## config.mk

```make
export PLATFORM = sky130hd
export DESIGN_NAME = bus_arbiter
export DESIGN_NICKNAME = d
export VERILOG_FILES = /design/src/rtl/bus_arbiter.sv
export SDC_FILE = /design/constraint.sdc
export NUM_CORES = 1
export LEC_CHECK = 0
export ABC_AREA = 1
export CORE_AREA = 2 2 122 124
export CTS_BUF_LIST = sky130_fd_sc_hd__clkbuf_4
export CTS_CLUSTER_DIAMETER = 50
export DETAILED_ROUTE_END_ITERATION = 16
export DIE_AREA = 0 0 124 126
export SYNTH_ARGS = -nofsm -noshare
export SYNTH_HDL_FRONTEND = slang
export SYNTH_SLANG_ARGS = --single-unit
```

## constraint.sdc

```tcl
create_clock -name clk -period 3.48 [get_ports clk]
set_clock_uncertainty 0.05 [all_clocks]
set_input_delay 0.696 -clock clk [delete_from_list [all_inputs] [get_ports clk]]
set_output_delay 0.696 -clock clk [all_outputs]
set_load 0.02 [all_outputs]
```

## src/rtl/bus_arbiter.sv

```systemverilog
// Round-robin arbiter sharing one Avalon-style slave bus between two masters.
// Stalled transactions are aborted after TIMEOUT wait cycles with a bus error.
module bus_arbiter #(
   parameter int TIMEOUT = 256
) (
   input  logic        clk,
   input  logic        reset,
   input  logic [31:0] m0_address,
   input  logic        m0_read,
   input  logic        m0_write,
   input  logic [31:0] m0_writedata,
   input  logic [3:0]  m0_byteenable,
   output logic [31:0] m0_readdata,
   output logic        m0_waitrequest,
   output logic        m0_buserr,
   input  logic [31:0] m1_address,
   input  logic        m1_read,
   input  logic        m1_write,
   input  logic [31:0] m1_writedata,
   input  logic [3:0]  m1_byteenable,
   output logic [31:0] m1_readdata,
   output logic        m1_waitrequest,
   output logic        m1_buserr,
   output logic [31:0] s_address,
   output logic        s_read,
   output logic        s_write,
   output logic [31:0] s_writedata,
   output logic [3:0]  s_byteenable,
   input  logic [31:0] s_readdata,
   input  logic        s_waitrequest,
   output logic [1:0]  grant
);

   localparam int CW = $clog2(TIMEOUT + 1);

   typedef enum logic [1:0] {IDLE, GNT0, GNT1, ERR} state_t;

   state_t        state, state_nx;
   logic          last, last_nx;
   logic [CW-1:0] cnt;

   logic        req0, req1, gnt, own, tmo;
   logic        own_req, own_rd, own_wr;
   logic [31:0] own_addr, own_wd;
   logic [3:0]  own_be;

   assign req0 = m0_read | m0_write;
   assign req1 = m1_read | m1_write;
   assign gnt  = (state == GNT0) || (state == GNT1);

   // In ERR the owner is already latched into last
   assign own = (state == GNT1) ? 1'b1 :
                (state == GNT0) ? 1'b0 : last;

   assign tmo = s_waitrequest && (cnt == CW'(TIMEOUT - 1));

   always_comb begin
      own_req  = own ? req1 : req0;
      own_rd   = own ? m1_read : m0_read;
      own_wr   = own ? m1_write : m0_write;
      own_addr = own ? m1_address : m0_address;
      own_wd   = own ? m1_writedata : m0_writedata;
      own_be   = own ? m1_byteenable : m0_byteenable;
   end

   always_ff @(posedge clk) begin
      if (reset) begin
         state <= IDLE;
         last  <= 1'b1;
         cnt   <= '0;
      end else begin
         state <= state_nx;
         last  <= last_nx;
         if (state == IDLE)
            cnt <= '0;
         else if (gnt && s_waitrequest && cnt != CW'(TIMEOUT))
            cnt <= cnt + CW'(1);
      end
   end

   always_comb begin
      state_nx = state;
      last_nx  = last;
      unique case (state)
         IDLE: begin
            if (req0 && req1)
               state_nx = last ? GNT0 : GNT1;
            else if (req0)
               state_nx = GNT0;
            else if (req1)
               state_nx = GNT1;
         end
         GNT0, GNT1: begin
            if (!own_req || !s_waitrequest) begin
               state_nx = IDLE;
               last_nx  = own;
            end else if (tmo) begin
               state_nx = ERR;
               last_nx  = own;
            end
         end
         ERR:     state_nx = IDLE;
         default: state_nx = IDLE;
      endcase
   end

   always_comb begin
      s_address      = '0;
      s_read         = 1'b0;
      s_write        = 1'b0;
      s_writedata    = '0;
      s_byteenable   = '0;
      m0_readdata    = '0;
      m1_readdata    = '0;
      m0_waitrequest = 1'b1;
      m1_waitrequest = 1'b1;
      m0_buserr      = 1'b0;
      m1_buserr      = 1'b0;
      grant          = 2'b00;
      if (gnt) begin
         grant[own]   = 1'b1;
         s_address    = own_addr;
         s_read       = own_rd;
         s_write      = own_wr & ~own_rd;
         s_writedata  = own_wd;
         s_byteenable = own_be;
         if (own) begin
            m1_readdata    = s_readdata;
            m1_waitrequest = s_waitrequest;
         end else begin
            m0_readdata    = s_readdata;
            m0_waitrequest = s_waitrequest;
         end
      end else if (state == ERR) begin
         grant[own] = 1'b1;
         if (own) begin
            m1_waitrequest = 1'b0;
            m1_buserr      = 1'b1;
         end else begin
            m0_waitrequest = 1'b0;
            m0_buserr      = 1'b1;
         end
      end
   end

endmodule

```

# After elaboration in Yosys (flattened, before gate mapping)
# Cells that the tools add are included.
# totals
ff_bits,12
latchBits,0
mem_bits_rw,0
rom_bits,0
in_bits,175
out_inout_bits,140
elab_cells,74
n_memories,0
# classes
n_addsub,1
mul,0
div,0
order_cmp,2
n_eq_ne,7
shifts,0
mux,42
bitwise_logic,4
n_reduce_logical,15
# op_table
operator,count
2-to-1 mux 32 bit,8
2-to-1 mux 1 bit,22
2-to-1 mux 2 bit,8
adder 9 x 1 -> 9 bit (second input constant),1
== test 9 x 8 -> 1 bit (second input constant),1
!= test 9 bit (second input constant),1
2-to-1 mux 4 bit,2
one-hot mux 2 bit (3 select lines),1
logical AND 1 bit,5
== test 2 bit (second input constant),2
!= test 4 x 3 -> 1 bit (second input constant),1
AND reduction 2 bit,2
OR reduction 2 bit,2
!= test 3 bit (second input constant),1
== test 2 x 1 -> 1 bit (second input constant),1
zero test 1 bit,2
zero test 2 bit,1
logical OR 1 bit,2
< comparator 1 x 2 -> 1 bit (second input constant),1
bitwise OR 1 bit,2
nonzero test 2 bit,1
bitwise AND 1 bit,1
demux 1 bit (select 1 bit),1
>= comparator 1 bit (second input constant),1
inverter 1 bit,1

# Depth between registers and ports, before layout
# logic_depth
depth_word,9
mapped_depth,12
mapped_depth_nobuf,12

# Least setup slack after synthesis
# OpenSTA, ideal clock, no wires.
# synth_timing
path_type,register to output
startpoint,register state[0]
endpoint,output port s_write
arrival_time_ns,1.560
required_time_ns,2.734
slack_ns,1.174
path_stages_with_launch,9
path_buffers,1
path_cell_list,dfxtp_1 -> inv_1 -> ha_1 -> inv_1 -> nand2_2 -> buf_4 -> nand2_1 -> o21ai_0 -> nor3_1
# synth_between
elab_chain_cells,7
word_cells_on_any_way,10
cone_classes,eq/ne (2); mux (5); bitwise (2); reduce/logical (1)
# synth_lines
element,line_no,rtl
start: declaration,38,"state_t state, state_nx;"
start signal: assignment,72,state <= state_nx;
== test 2 x 1 -> 1 bit,"49, 53",
2-to-1 mux 1 bit,53,(state == GNT0) ? 1'b0 : last;
2-to-1 mux 1 bit,52,assign own = (state == GNT1) ? 1'b1 :
2-to-1 mux 1 bit,59,own_rd = own ? m1_read : m0_read;
inverter 1 bit,124,s_write = own_wr & ~own_rd;
bitwise AND 1 bit,124,
2-to-1 mux 1 bit *,120,if (gnt) begin
end: declaration,26,"output logic s_write,"
# Mark *: on every way between the ends. The rest lies on a longest branch, timed or not.

# Worst setup path in the final report
# layout_timing
startpoint,register state[1]
endpoint,output port s_address[15]
# layout_between
elab_chain_cells,5
word_cells_on_any_way,7
cone_classes,eq/ne (2); mux (4); reduce/logical (1)
# layout_lines
element,line_no,rtl
== test 2 x 1 -> 1 bit,"49, 53",
2-to-1 mux 1 bit,53,
2-to-1 mux 1 bit,52,
2-to-1 mux 32 bit,61,own_addr = own ? m1_address : m0_address;
2-to-1 mux 32 bit *,120,
end: declaration,24,"output logic [31:0] s_address,"
# Marks and branches as above.

==> qor.yml <==
routing:
  post-route-drc-count: 0
  via_count: 3869
  wl_per_cell_um: 13.8
  antenna_left: 0
  wl_um: 13100
  drtPass1Iterations: 6
  via_per_inst: 4.08
  drtIter0Drc: 125
placement:
  port_buffers: 314
  gp_congestion: 0.837
  place_area_um2: 5550
  place_hpwl_um: 10500
critical_path:
  worstPathArrival_ns: 2.57
  crit_family: "buffers and inverters"
  startpoint: "state[1]$_SDFFE_PP0P_"
  required_ns: 2.73
  cp_cell_sequence: "inv_1 -> ha_2 -> buf_12 -> o21ai_0 -> nor2_1 -> clkdlybuf4s50_1"
  crit_fanout: 53
  startpoint_type: "register"
  critPathKind: "reg -> out"
  r2r_start: "state[1]$_SDFFE_PP0P_"
  crit_buf_inv: 3
  crit_slowest_cell: "clkdlybuf4s50_1"
  slowest_delay_ns: 0.65
  endpoint_kind: "primary output"
floorplan:
  ios: 315
  die-area_um2: 15600
  die_y_um: 126
  initial_utilization: 0.155
  die-width_um: 124
  row_count: 44
  core_area_um2: 14300
cts:
  cts_root_buf: "clkbuf_4"
  cts_setup_buffers: 0
  cts_max_level: 1
  cts_tree: "built"
  clk_pin_slew_ns: 0.08
  clk_latency_ns: 0.29
  cts_buffers: 3
  clkSinkCount: 12
  cts_buffer_depth: 2
  hold_buffers: 0
pwr:
  p_switching_w: 0.00275
  p_clk_frac: 0.020
  leakage_nw: 2.33
  power_density_nw_per_um2: 884
  vdd_drop_max_v: 0.000419
  swShare: 0.557
  p_int_w: 0.00218
  power_frac_comb: 0.945
  seq_power_share: 0.035
synthesis:
  synthXorXnorAreaFrac: 0.0237
  synth_adder_area_share: 0.0451
  synth_top_family_by_area: "simple AND/OR/NAND/NOR gates"
  synthSimpleGateAreaFrac: 0.470
  synth_mux_area_frac: 0
  syn_nets: 650
  syn_inst: 467
  ys_warn_count: 0
  synth_top_area_frac: 0.365
  yosys_register_bits: 12
  ys_seq_area_frac: 0.108
  syn_area_um2: 2220
  synth_compound_area_frac: 0.197
  synth_cell_type_count: 20
  synth_largest_area_cell: "nor2_1"
  ys_top_cells_by_area: "nor2_1 37%, o21ai_0 17%, dfxtp_1 11%, inv_1 9.1%, nand2_1 6.6%"
  avgSynthCellArea_um2: 4.75
timing:
  tns_ns: 0
  finalCritPeriodShare: 0.954
  maxSlewViolCount: 0
  worst-slew-pin-transition_ns: 0.360
  slew_headroom: 0.760
  finalHoldViolCount: 0
  setup_viol: 0
  finalCriticalPeriod_ns: 3.32
  fmax_mhz: 301
  rsz0062_at_grt: "false"
global_route:
  grt_max_degree: 72
  grt_overflow: 0
  grt_use_total: 0.155
  grt_pass1_wl_um: 19400
  antenna_found_initial: 1
  grt_pass1_vias: 3618
job:
  cap_violations: 0
cells_and_area:
  drive_gt1_frac: 0.0223
  final_cell_mix: "312 x clkdlybuf4s50_1, 216 x nor2_1, 75 x o21ai_0"
  final_common_cell: "clkdlybuf4s50_1"
  fin_area_um2: 5580
  final_util: 0.390
  layout.nets: 947
  area_growth_pct: 151
min_path:
  min_path_type: "reg -> reg"
  hold_start: "last$_SDFFE_PP1P_"
outcome:
  status: "complete, no violations"
flip-flops by register name, summed over array words and instances (netlist names):
name	flops
state	2
cnt	9
last	1
power by group through the flow:
stage / Sequential [W] / Combinational, W / Clock, W
global route: 0.000176 / 0.00507 / 0.000108
floorplan: 0.000172 / 0.00249 / 0
detailed placement: 0.000177 / 0.00472 / 0
global placement: 0.000175 / 0.00472 / 0
finish: 0.000173 / 0.00466 / 0.0000987
CTS: 0.000173 / 0.00473 / 0.000100
synthesized netlist by cell type, drive strengths merged:
| cell type | count |
|---|---|
| nor2 | 216 |
| nand4 | 4 |
| buf | 21 |
| nor3 | 4 |
| dfxtp | 12 |
| or2 | 1 |
| a21oi | 10 |
| inv | 56 |
| o21ai | 75 |
| nand2 | 41 |
| nand3 | 3 |
| xor2 | 6 |
| o211ai | 1 |
| clkbuf | 8 |
| nor4 | 1 |
| ha | 8 |
what timing repair did:
| item | in CTS | in global routing |
|---|---|---|
| hold endpoints to repair | 0 | 0 |
| setup endpoints to repair | 0 | 2 |
| gates resized for setup | 0 | 2 |
metrics by stage:
stage	power, W	std cells	setup slack (ns)	hold WS [ns]
after floorplan	0.00266	467	1.17	0.400
after global placement	0.00489	943	0.484	0.423
after detailed placement	0.00490	943	0.445	0.423
after CTS	0.00501	947	0.114	0.437
after global routing	0.00535	948	0.00450	0.473
final	0.00494	948	0.161	0.436
per-layer routing:
metal,part of all wire,up-vias,wire length (um),track usage
li1,-,2020,-,-
met1,0.40,1650,5220,0.180
met2,0.48,170,6280,0.281
met3,0.086,29,1120,0.0267
met4,0.035,0,451,0.0562
met5,0,-,0,0
cell families after synthesis:
group	Yosys count
xor gates and xnor gates	6
DFF	12
buffers and inverters	85
and+or+nand+nor	270
AOI/OAI and AO/OA	86
adders and majority gates	8
final cells by class:
type                            instances  area (um^2)
Inverter                               56          210
Multi-Input combinational cell        370         1630
Clock inverter                          1         3.75
Tap cell                              184          230
Clock buffer                            3         22.5
Fill cell                            1565         8730
Antenna cell                            1         2.50
Sequential cell                        12          240
Timing Repair Buffer                  321         3240
worst reg2reg max path, delay by kind of cell (launching register included):
family                     cells  cell delay [ns]
buffers and inverters          2             0.17
and+or+nand+nor                2             0.26
adders and majority gates      1             0.55
AOI/OAI and AO/OA              2             0.39
DFF                            1             0.40
final timing paths:
kind	cells past startpoint	end	slack, ns
hold reg to reg	2	last$_SDFFE_PP1P_	0.44
hold / removal	2	last$_SDFFE_PP1P_	0.44
setup reg to reg	7	cnt[8]$_SDFFE_PP0P_	1.57
setup / recovery	6	s_address[15]	0.16
Note: power is estimated with default switching activity, not from simulation.
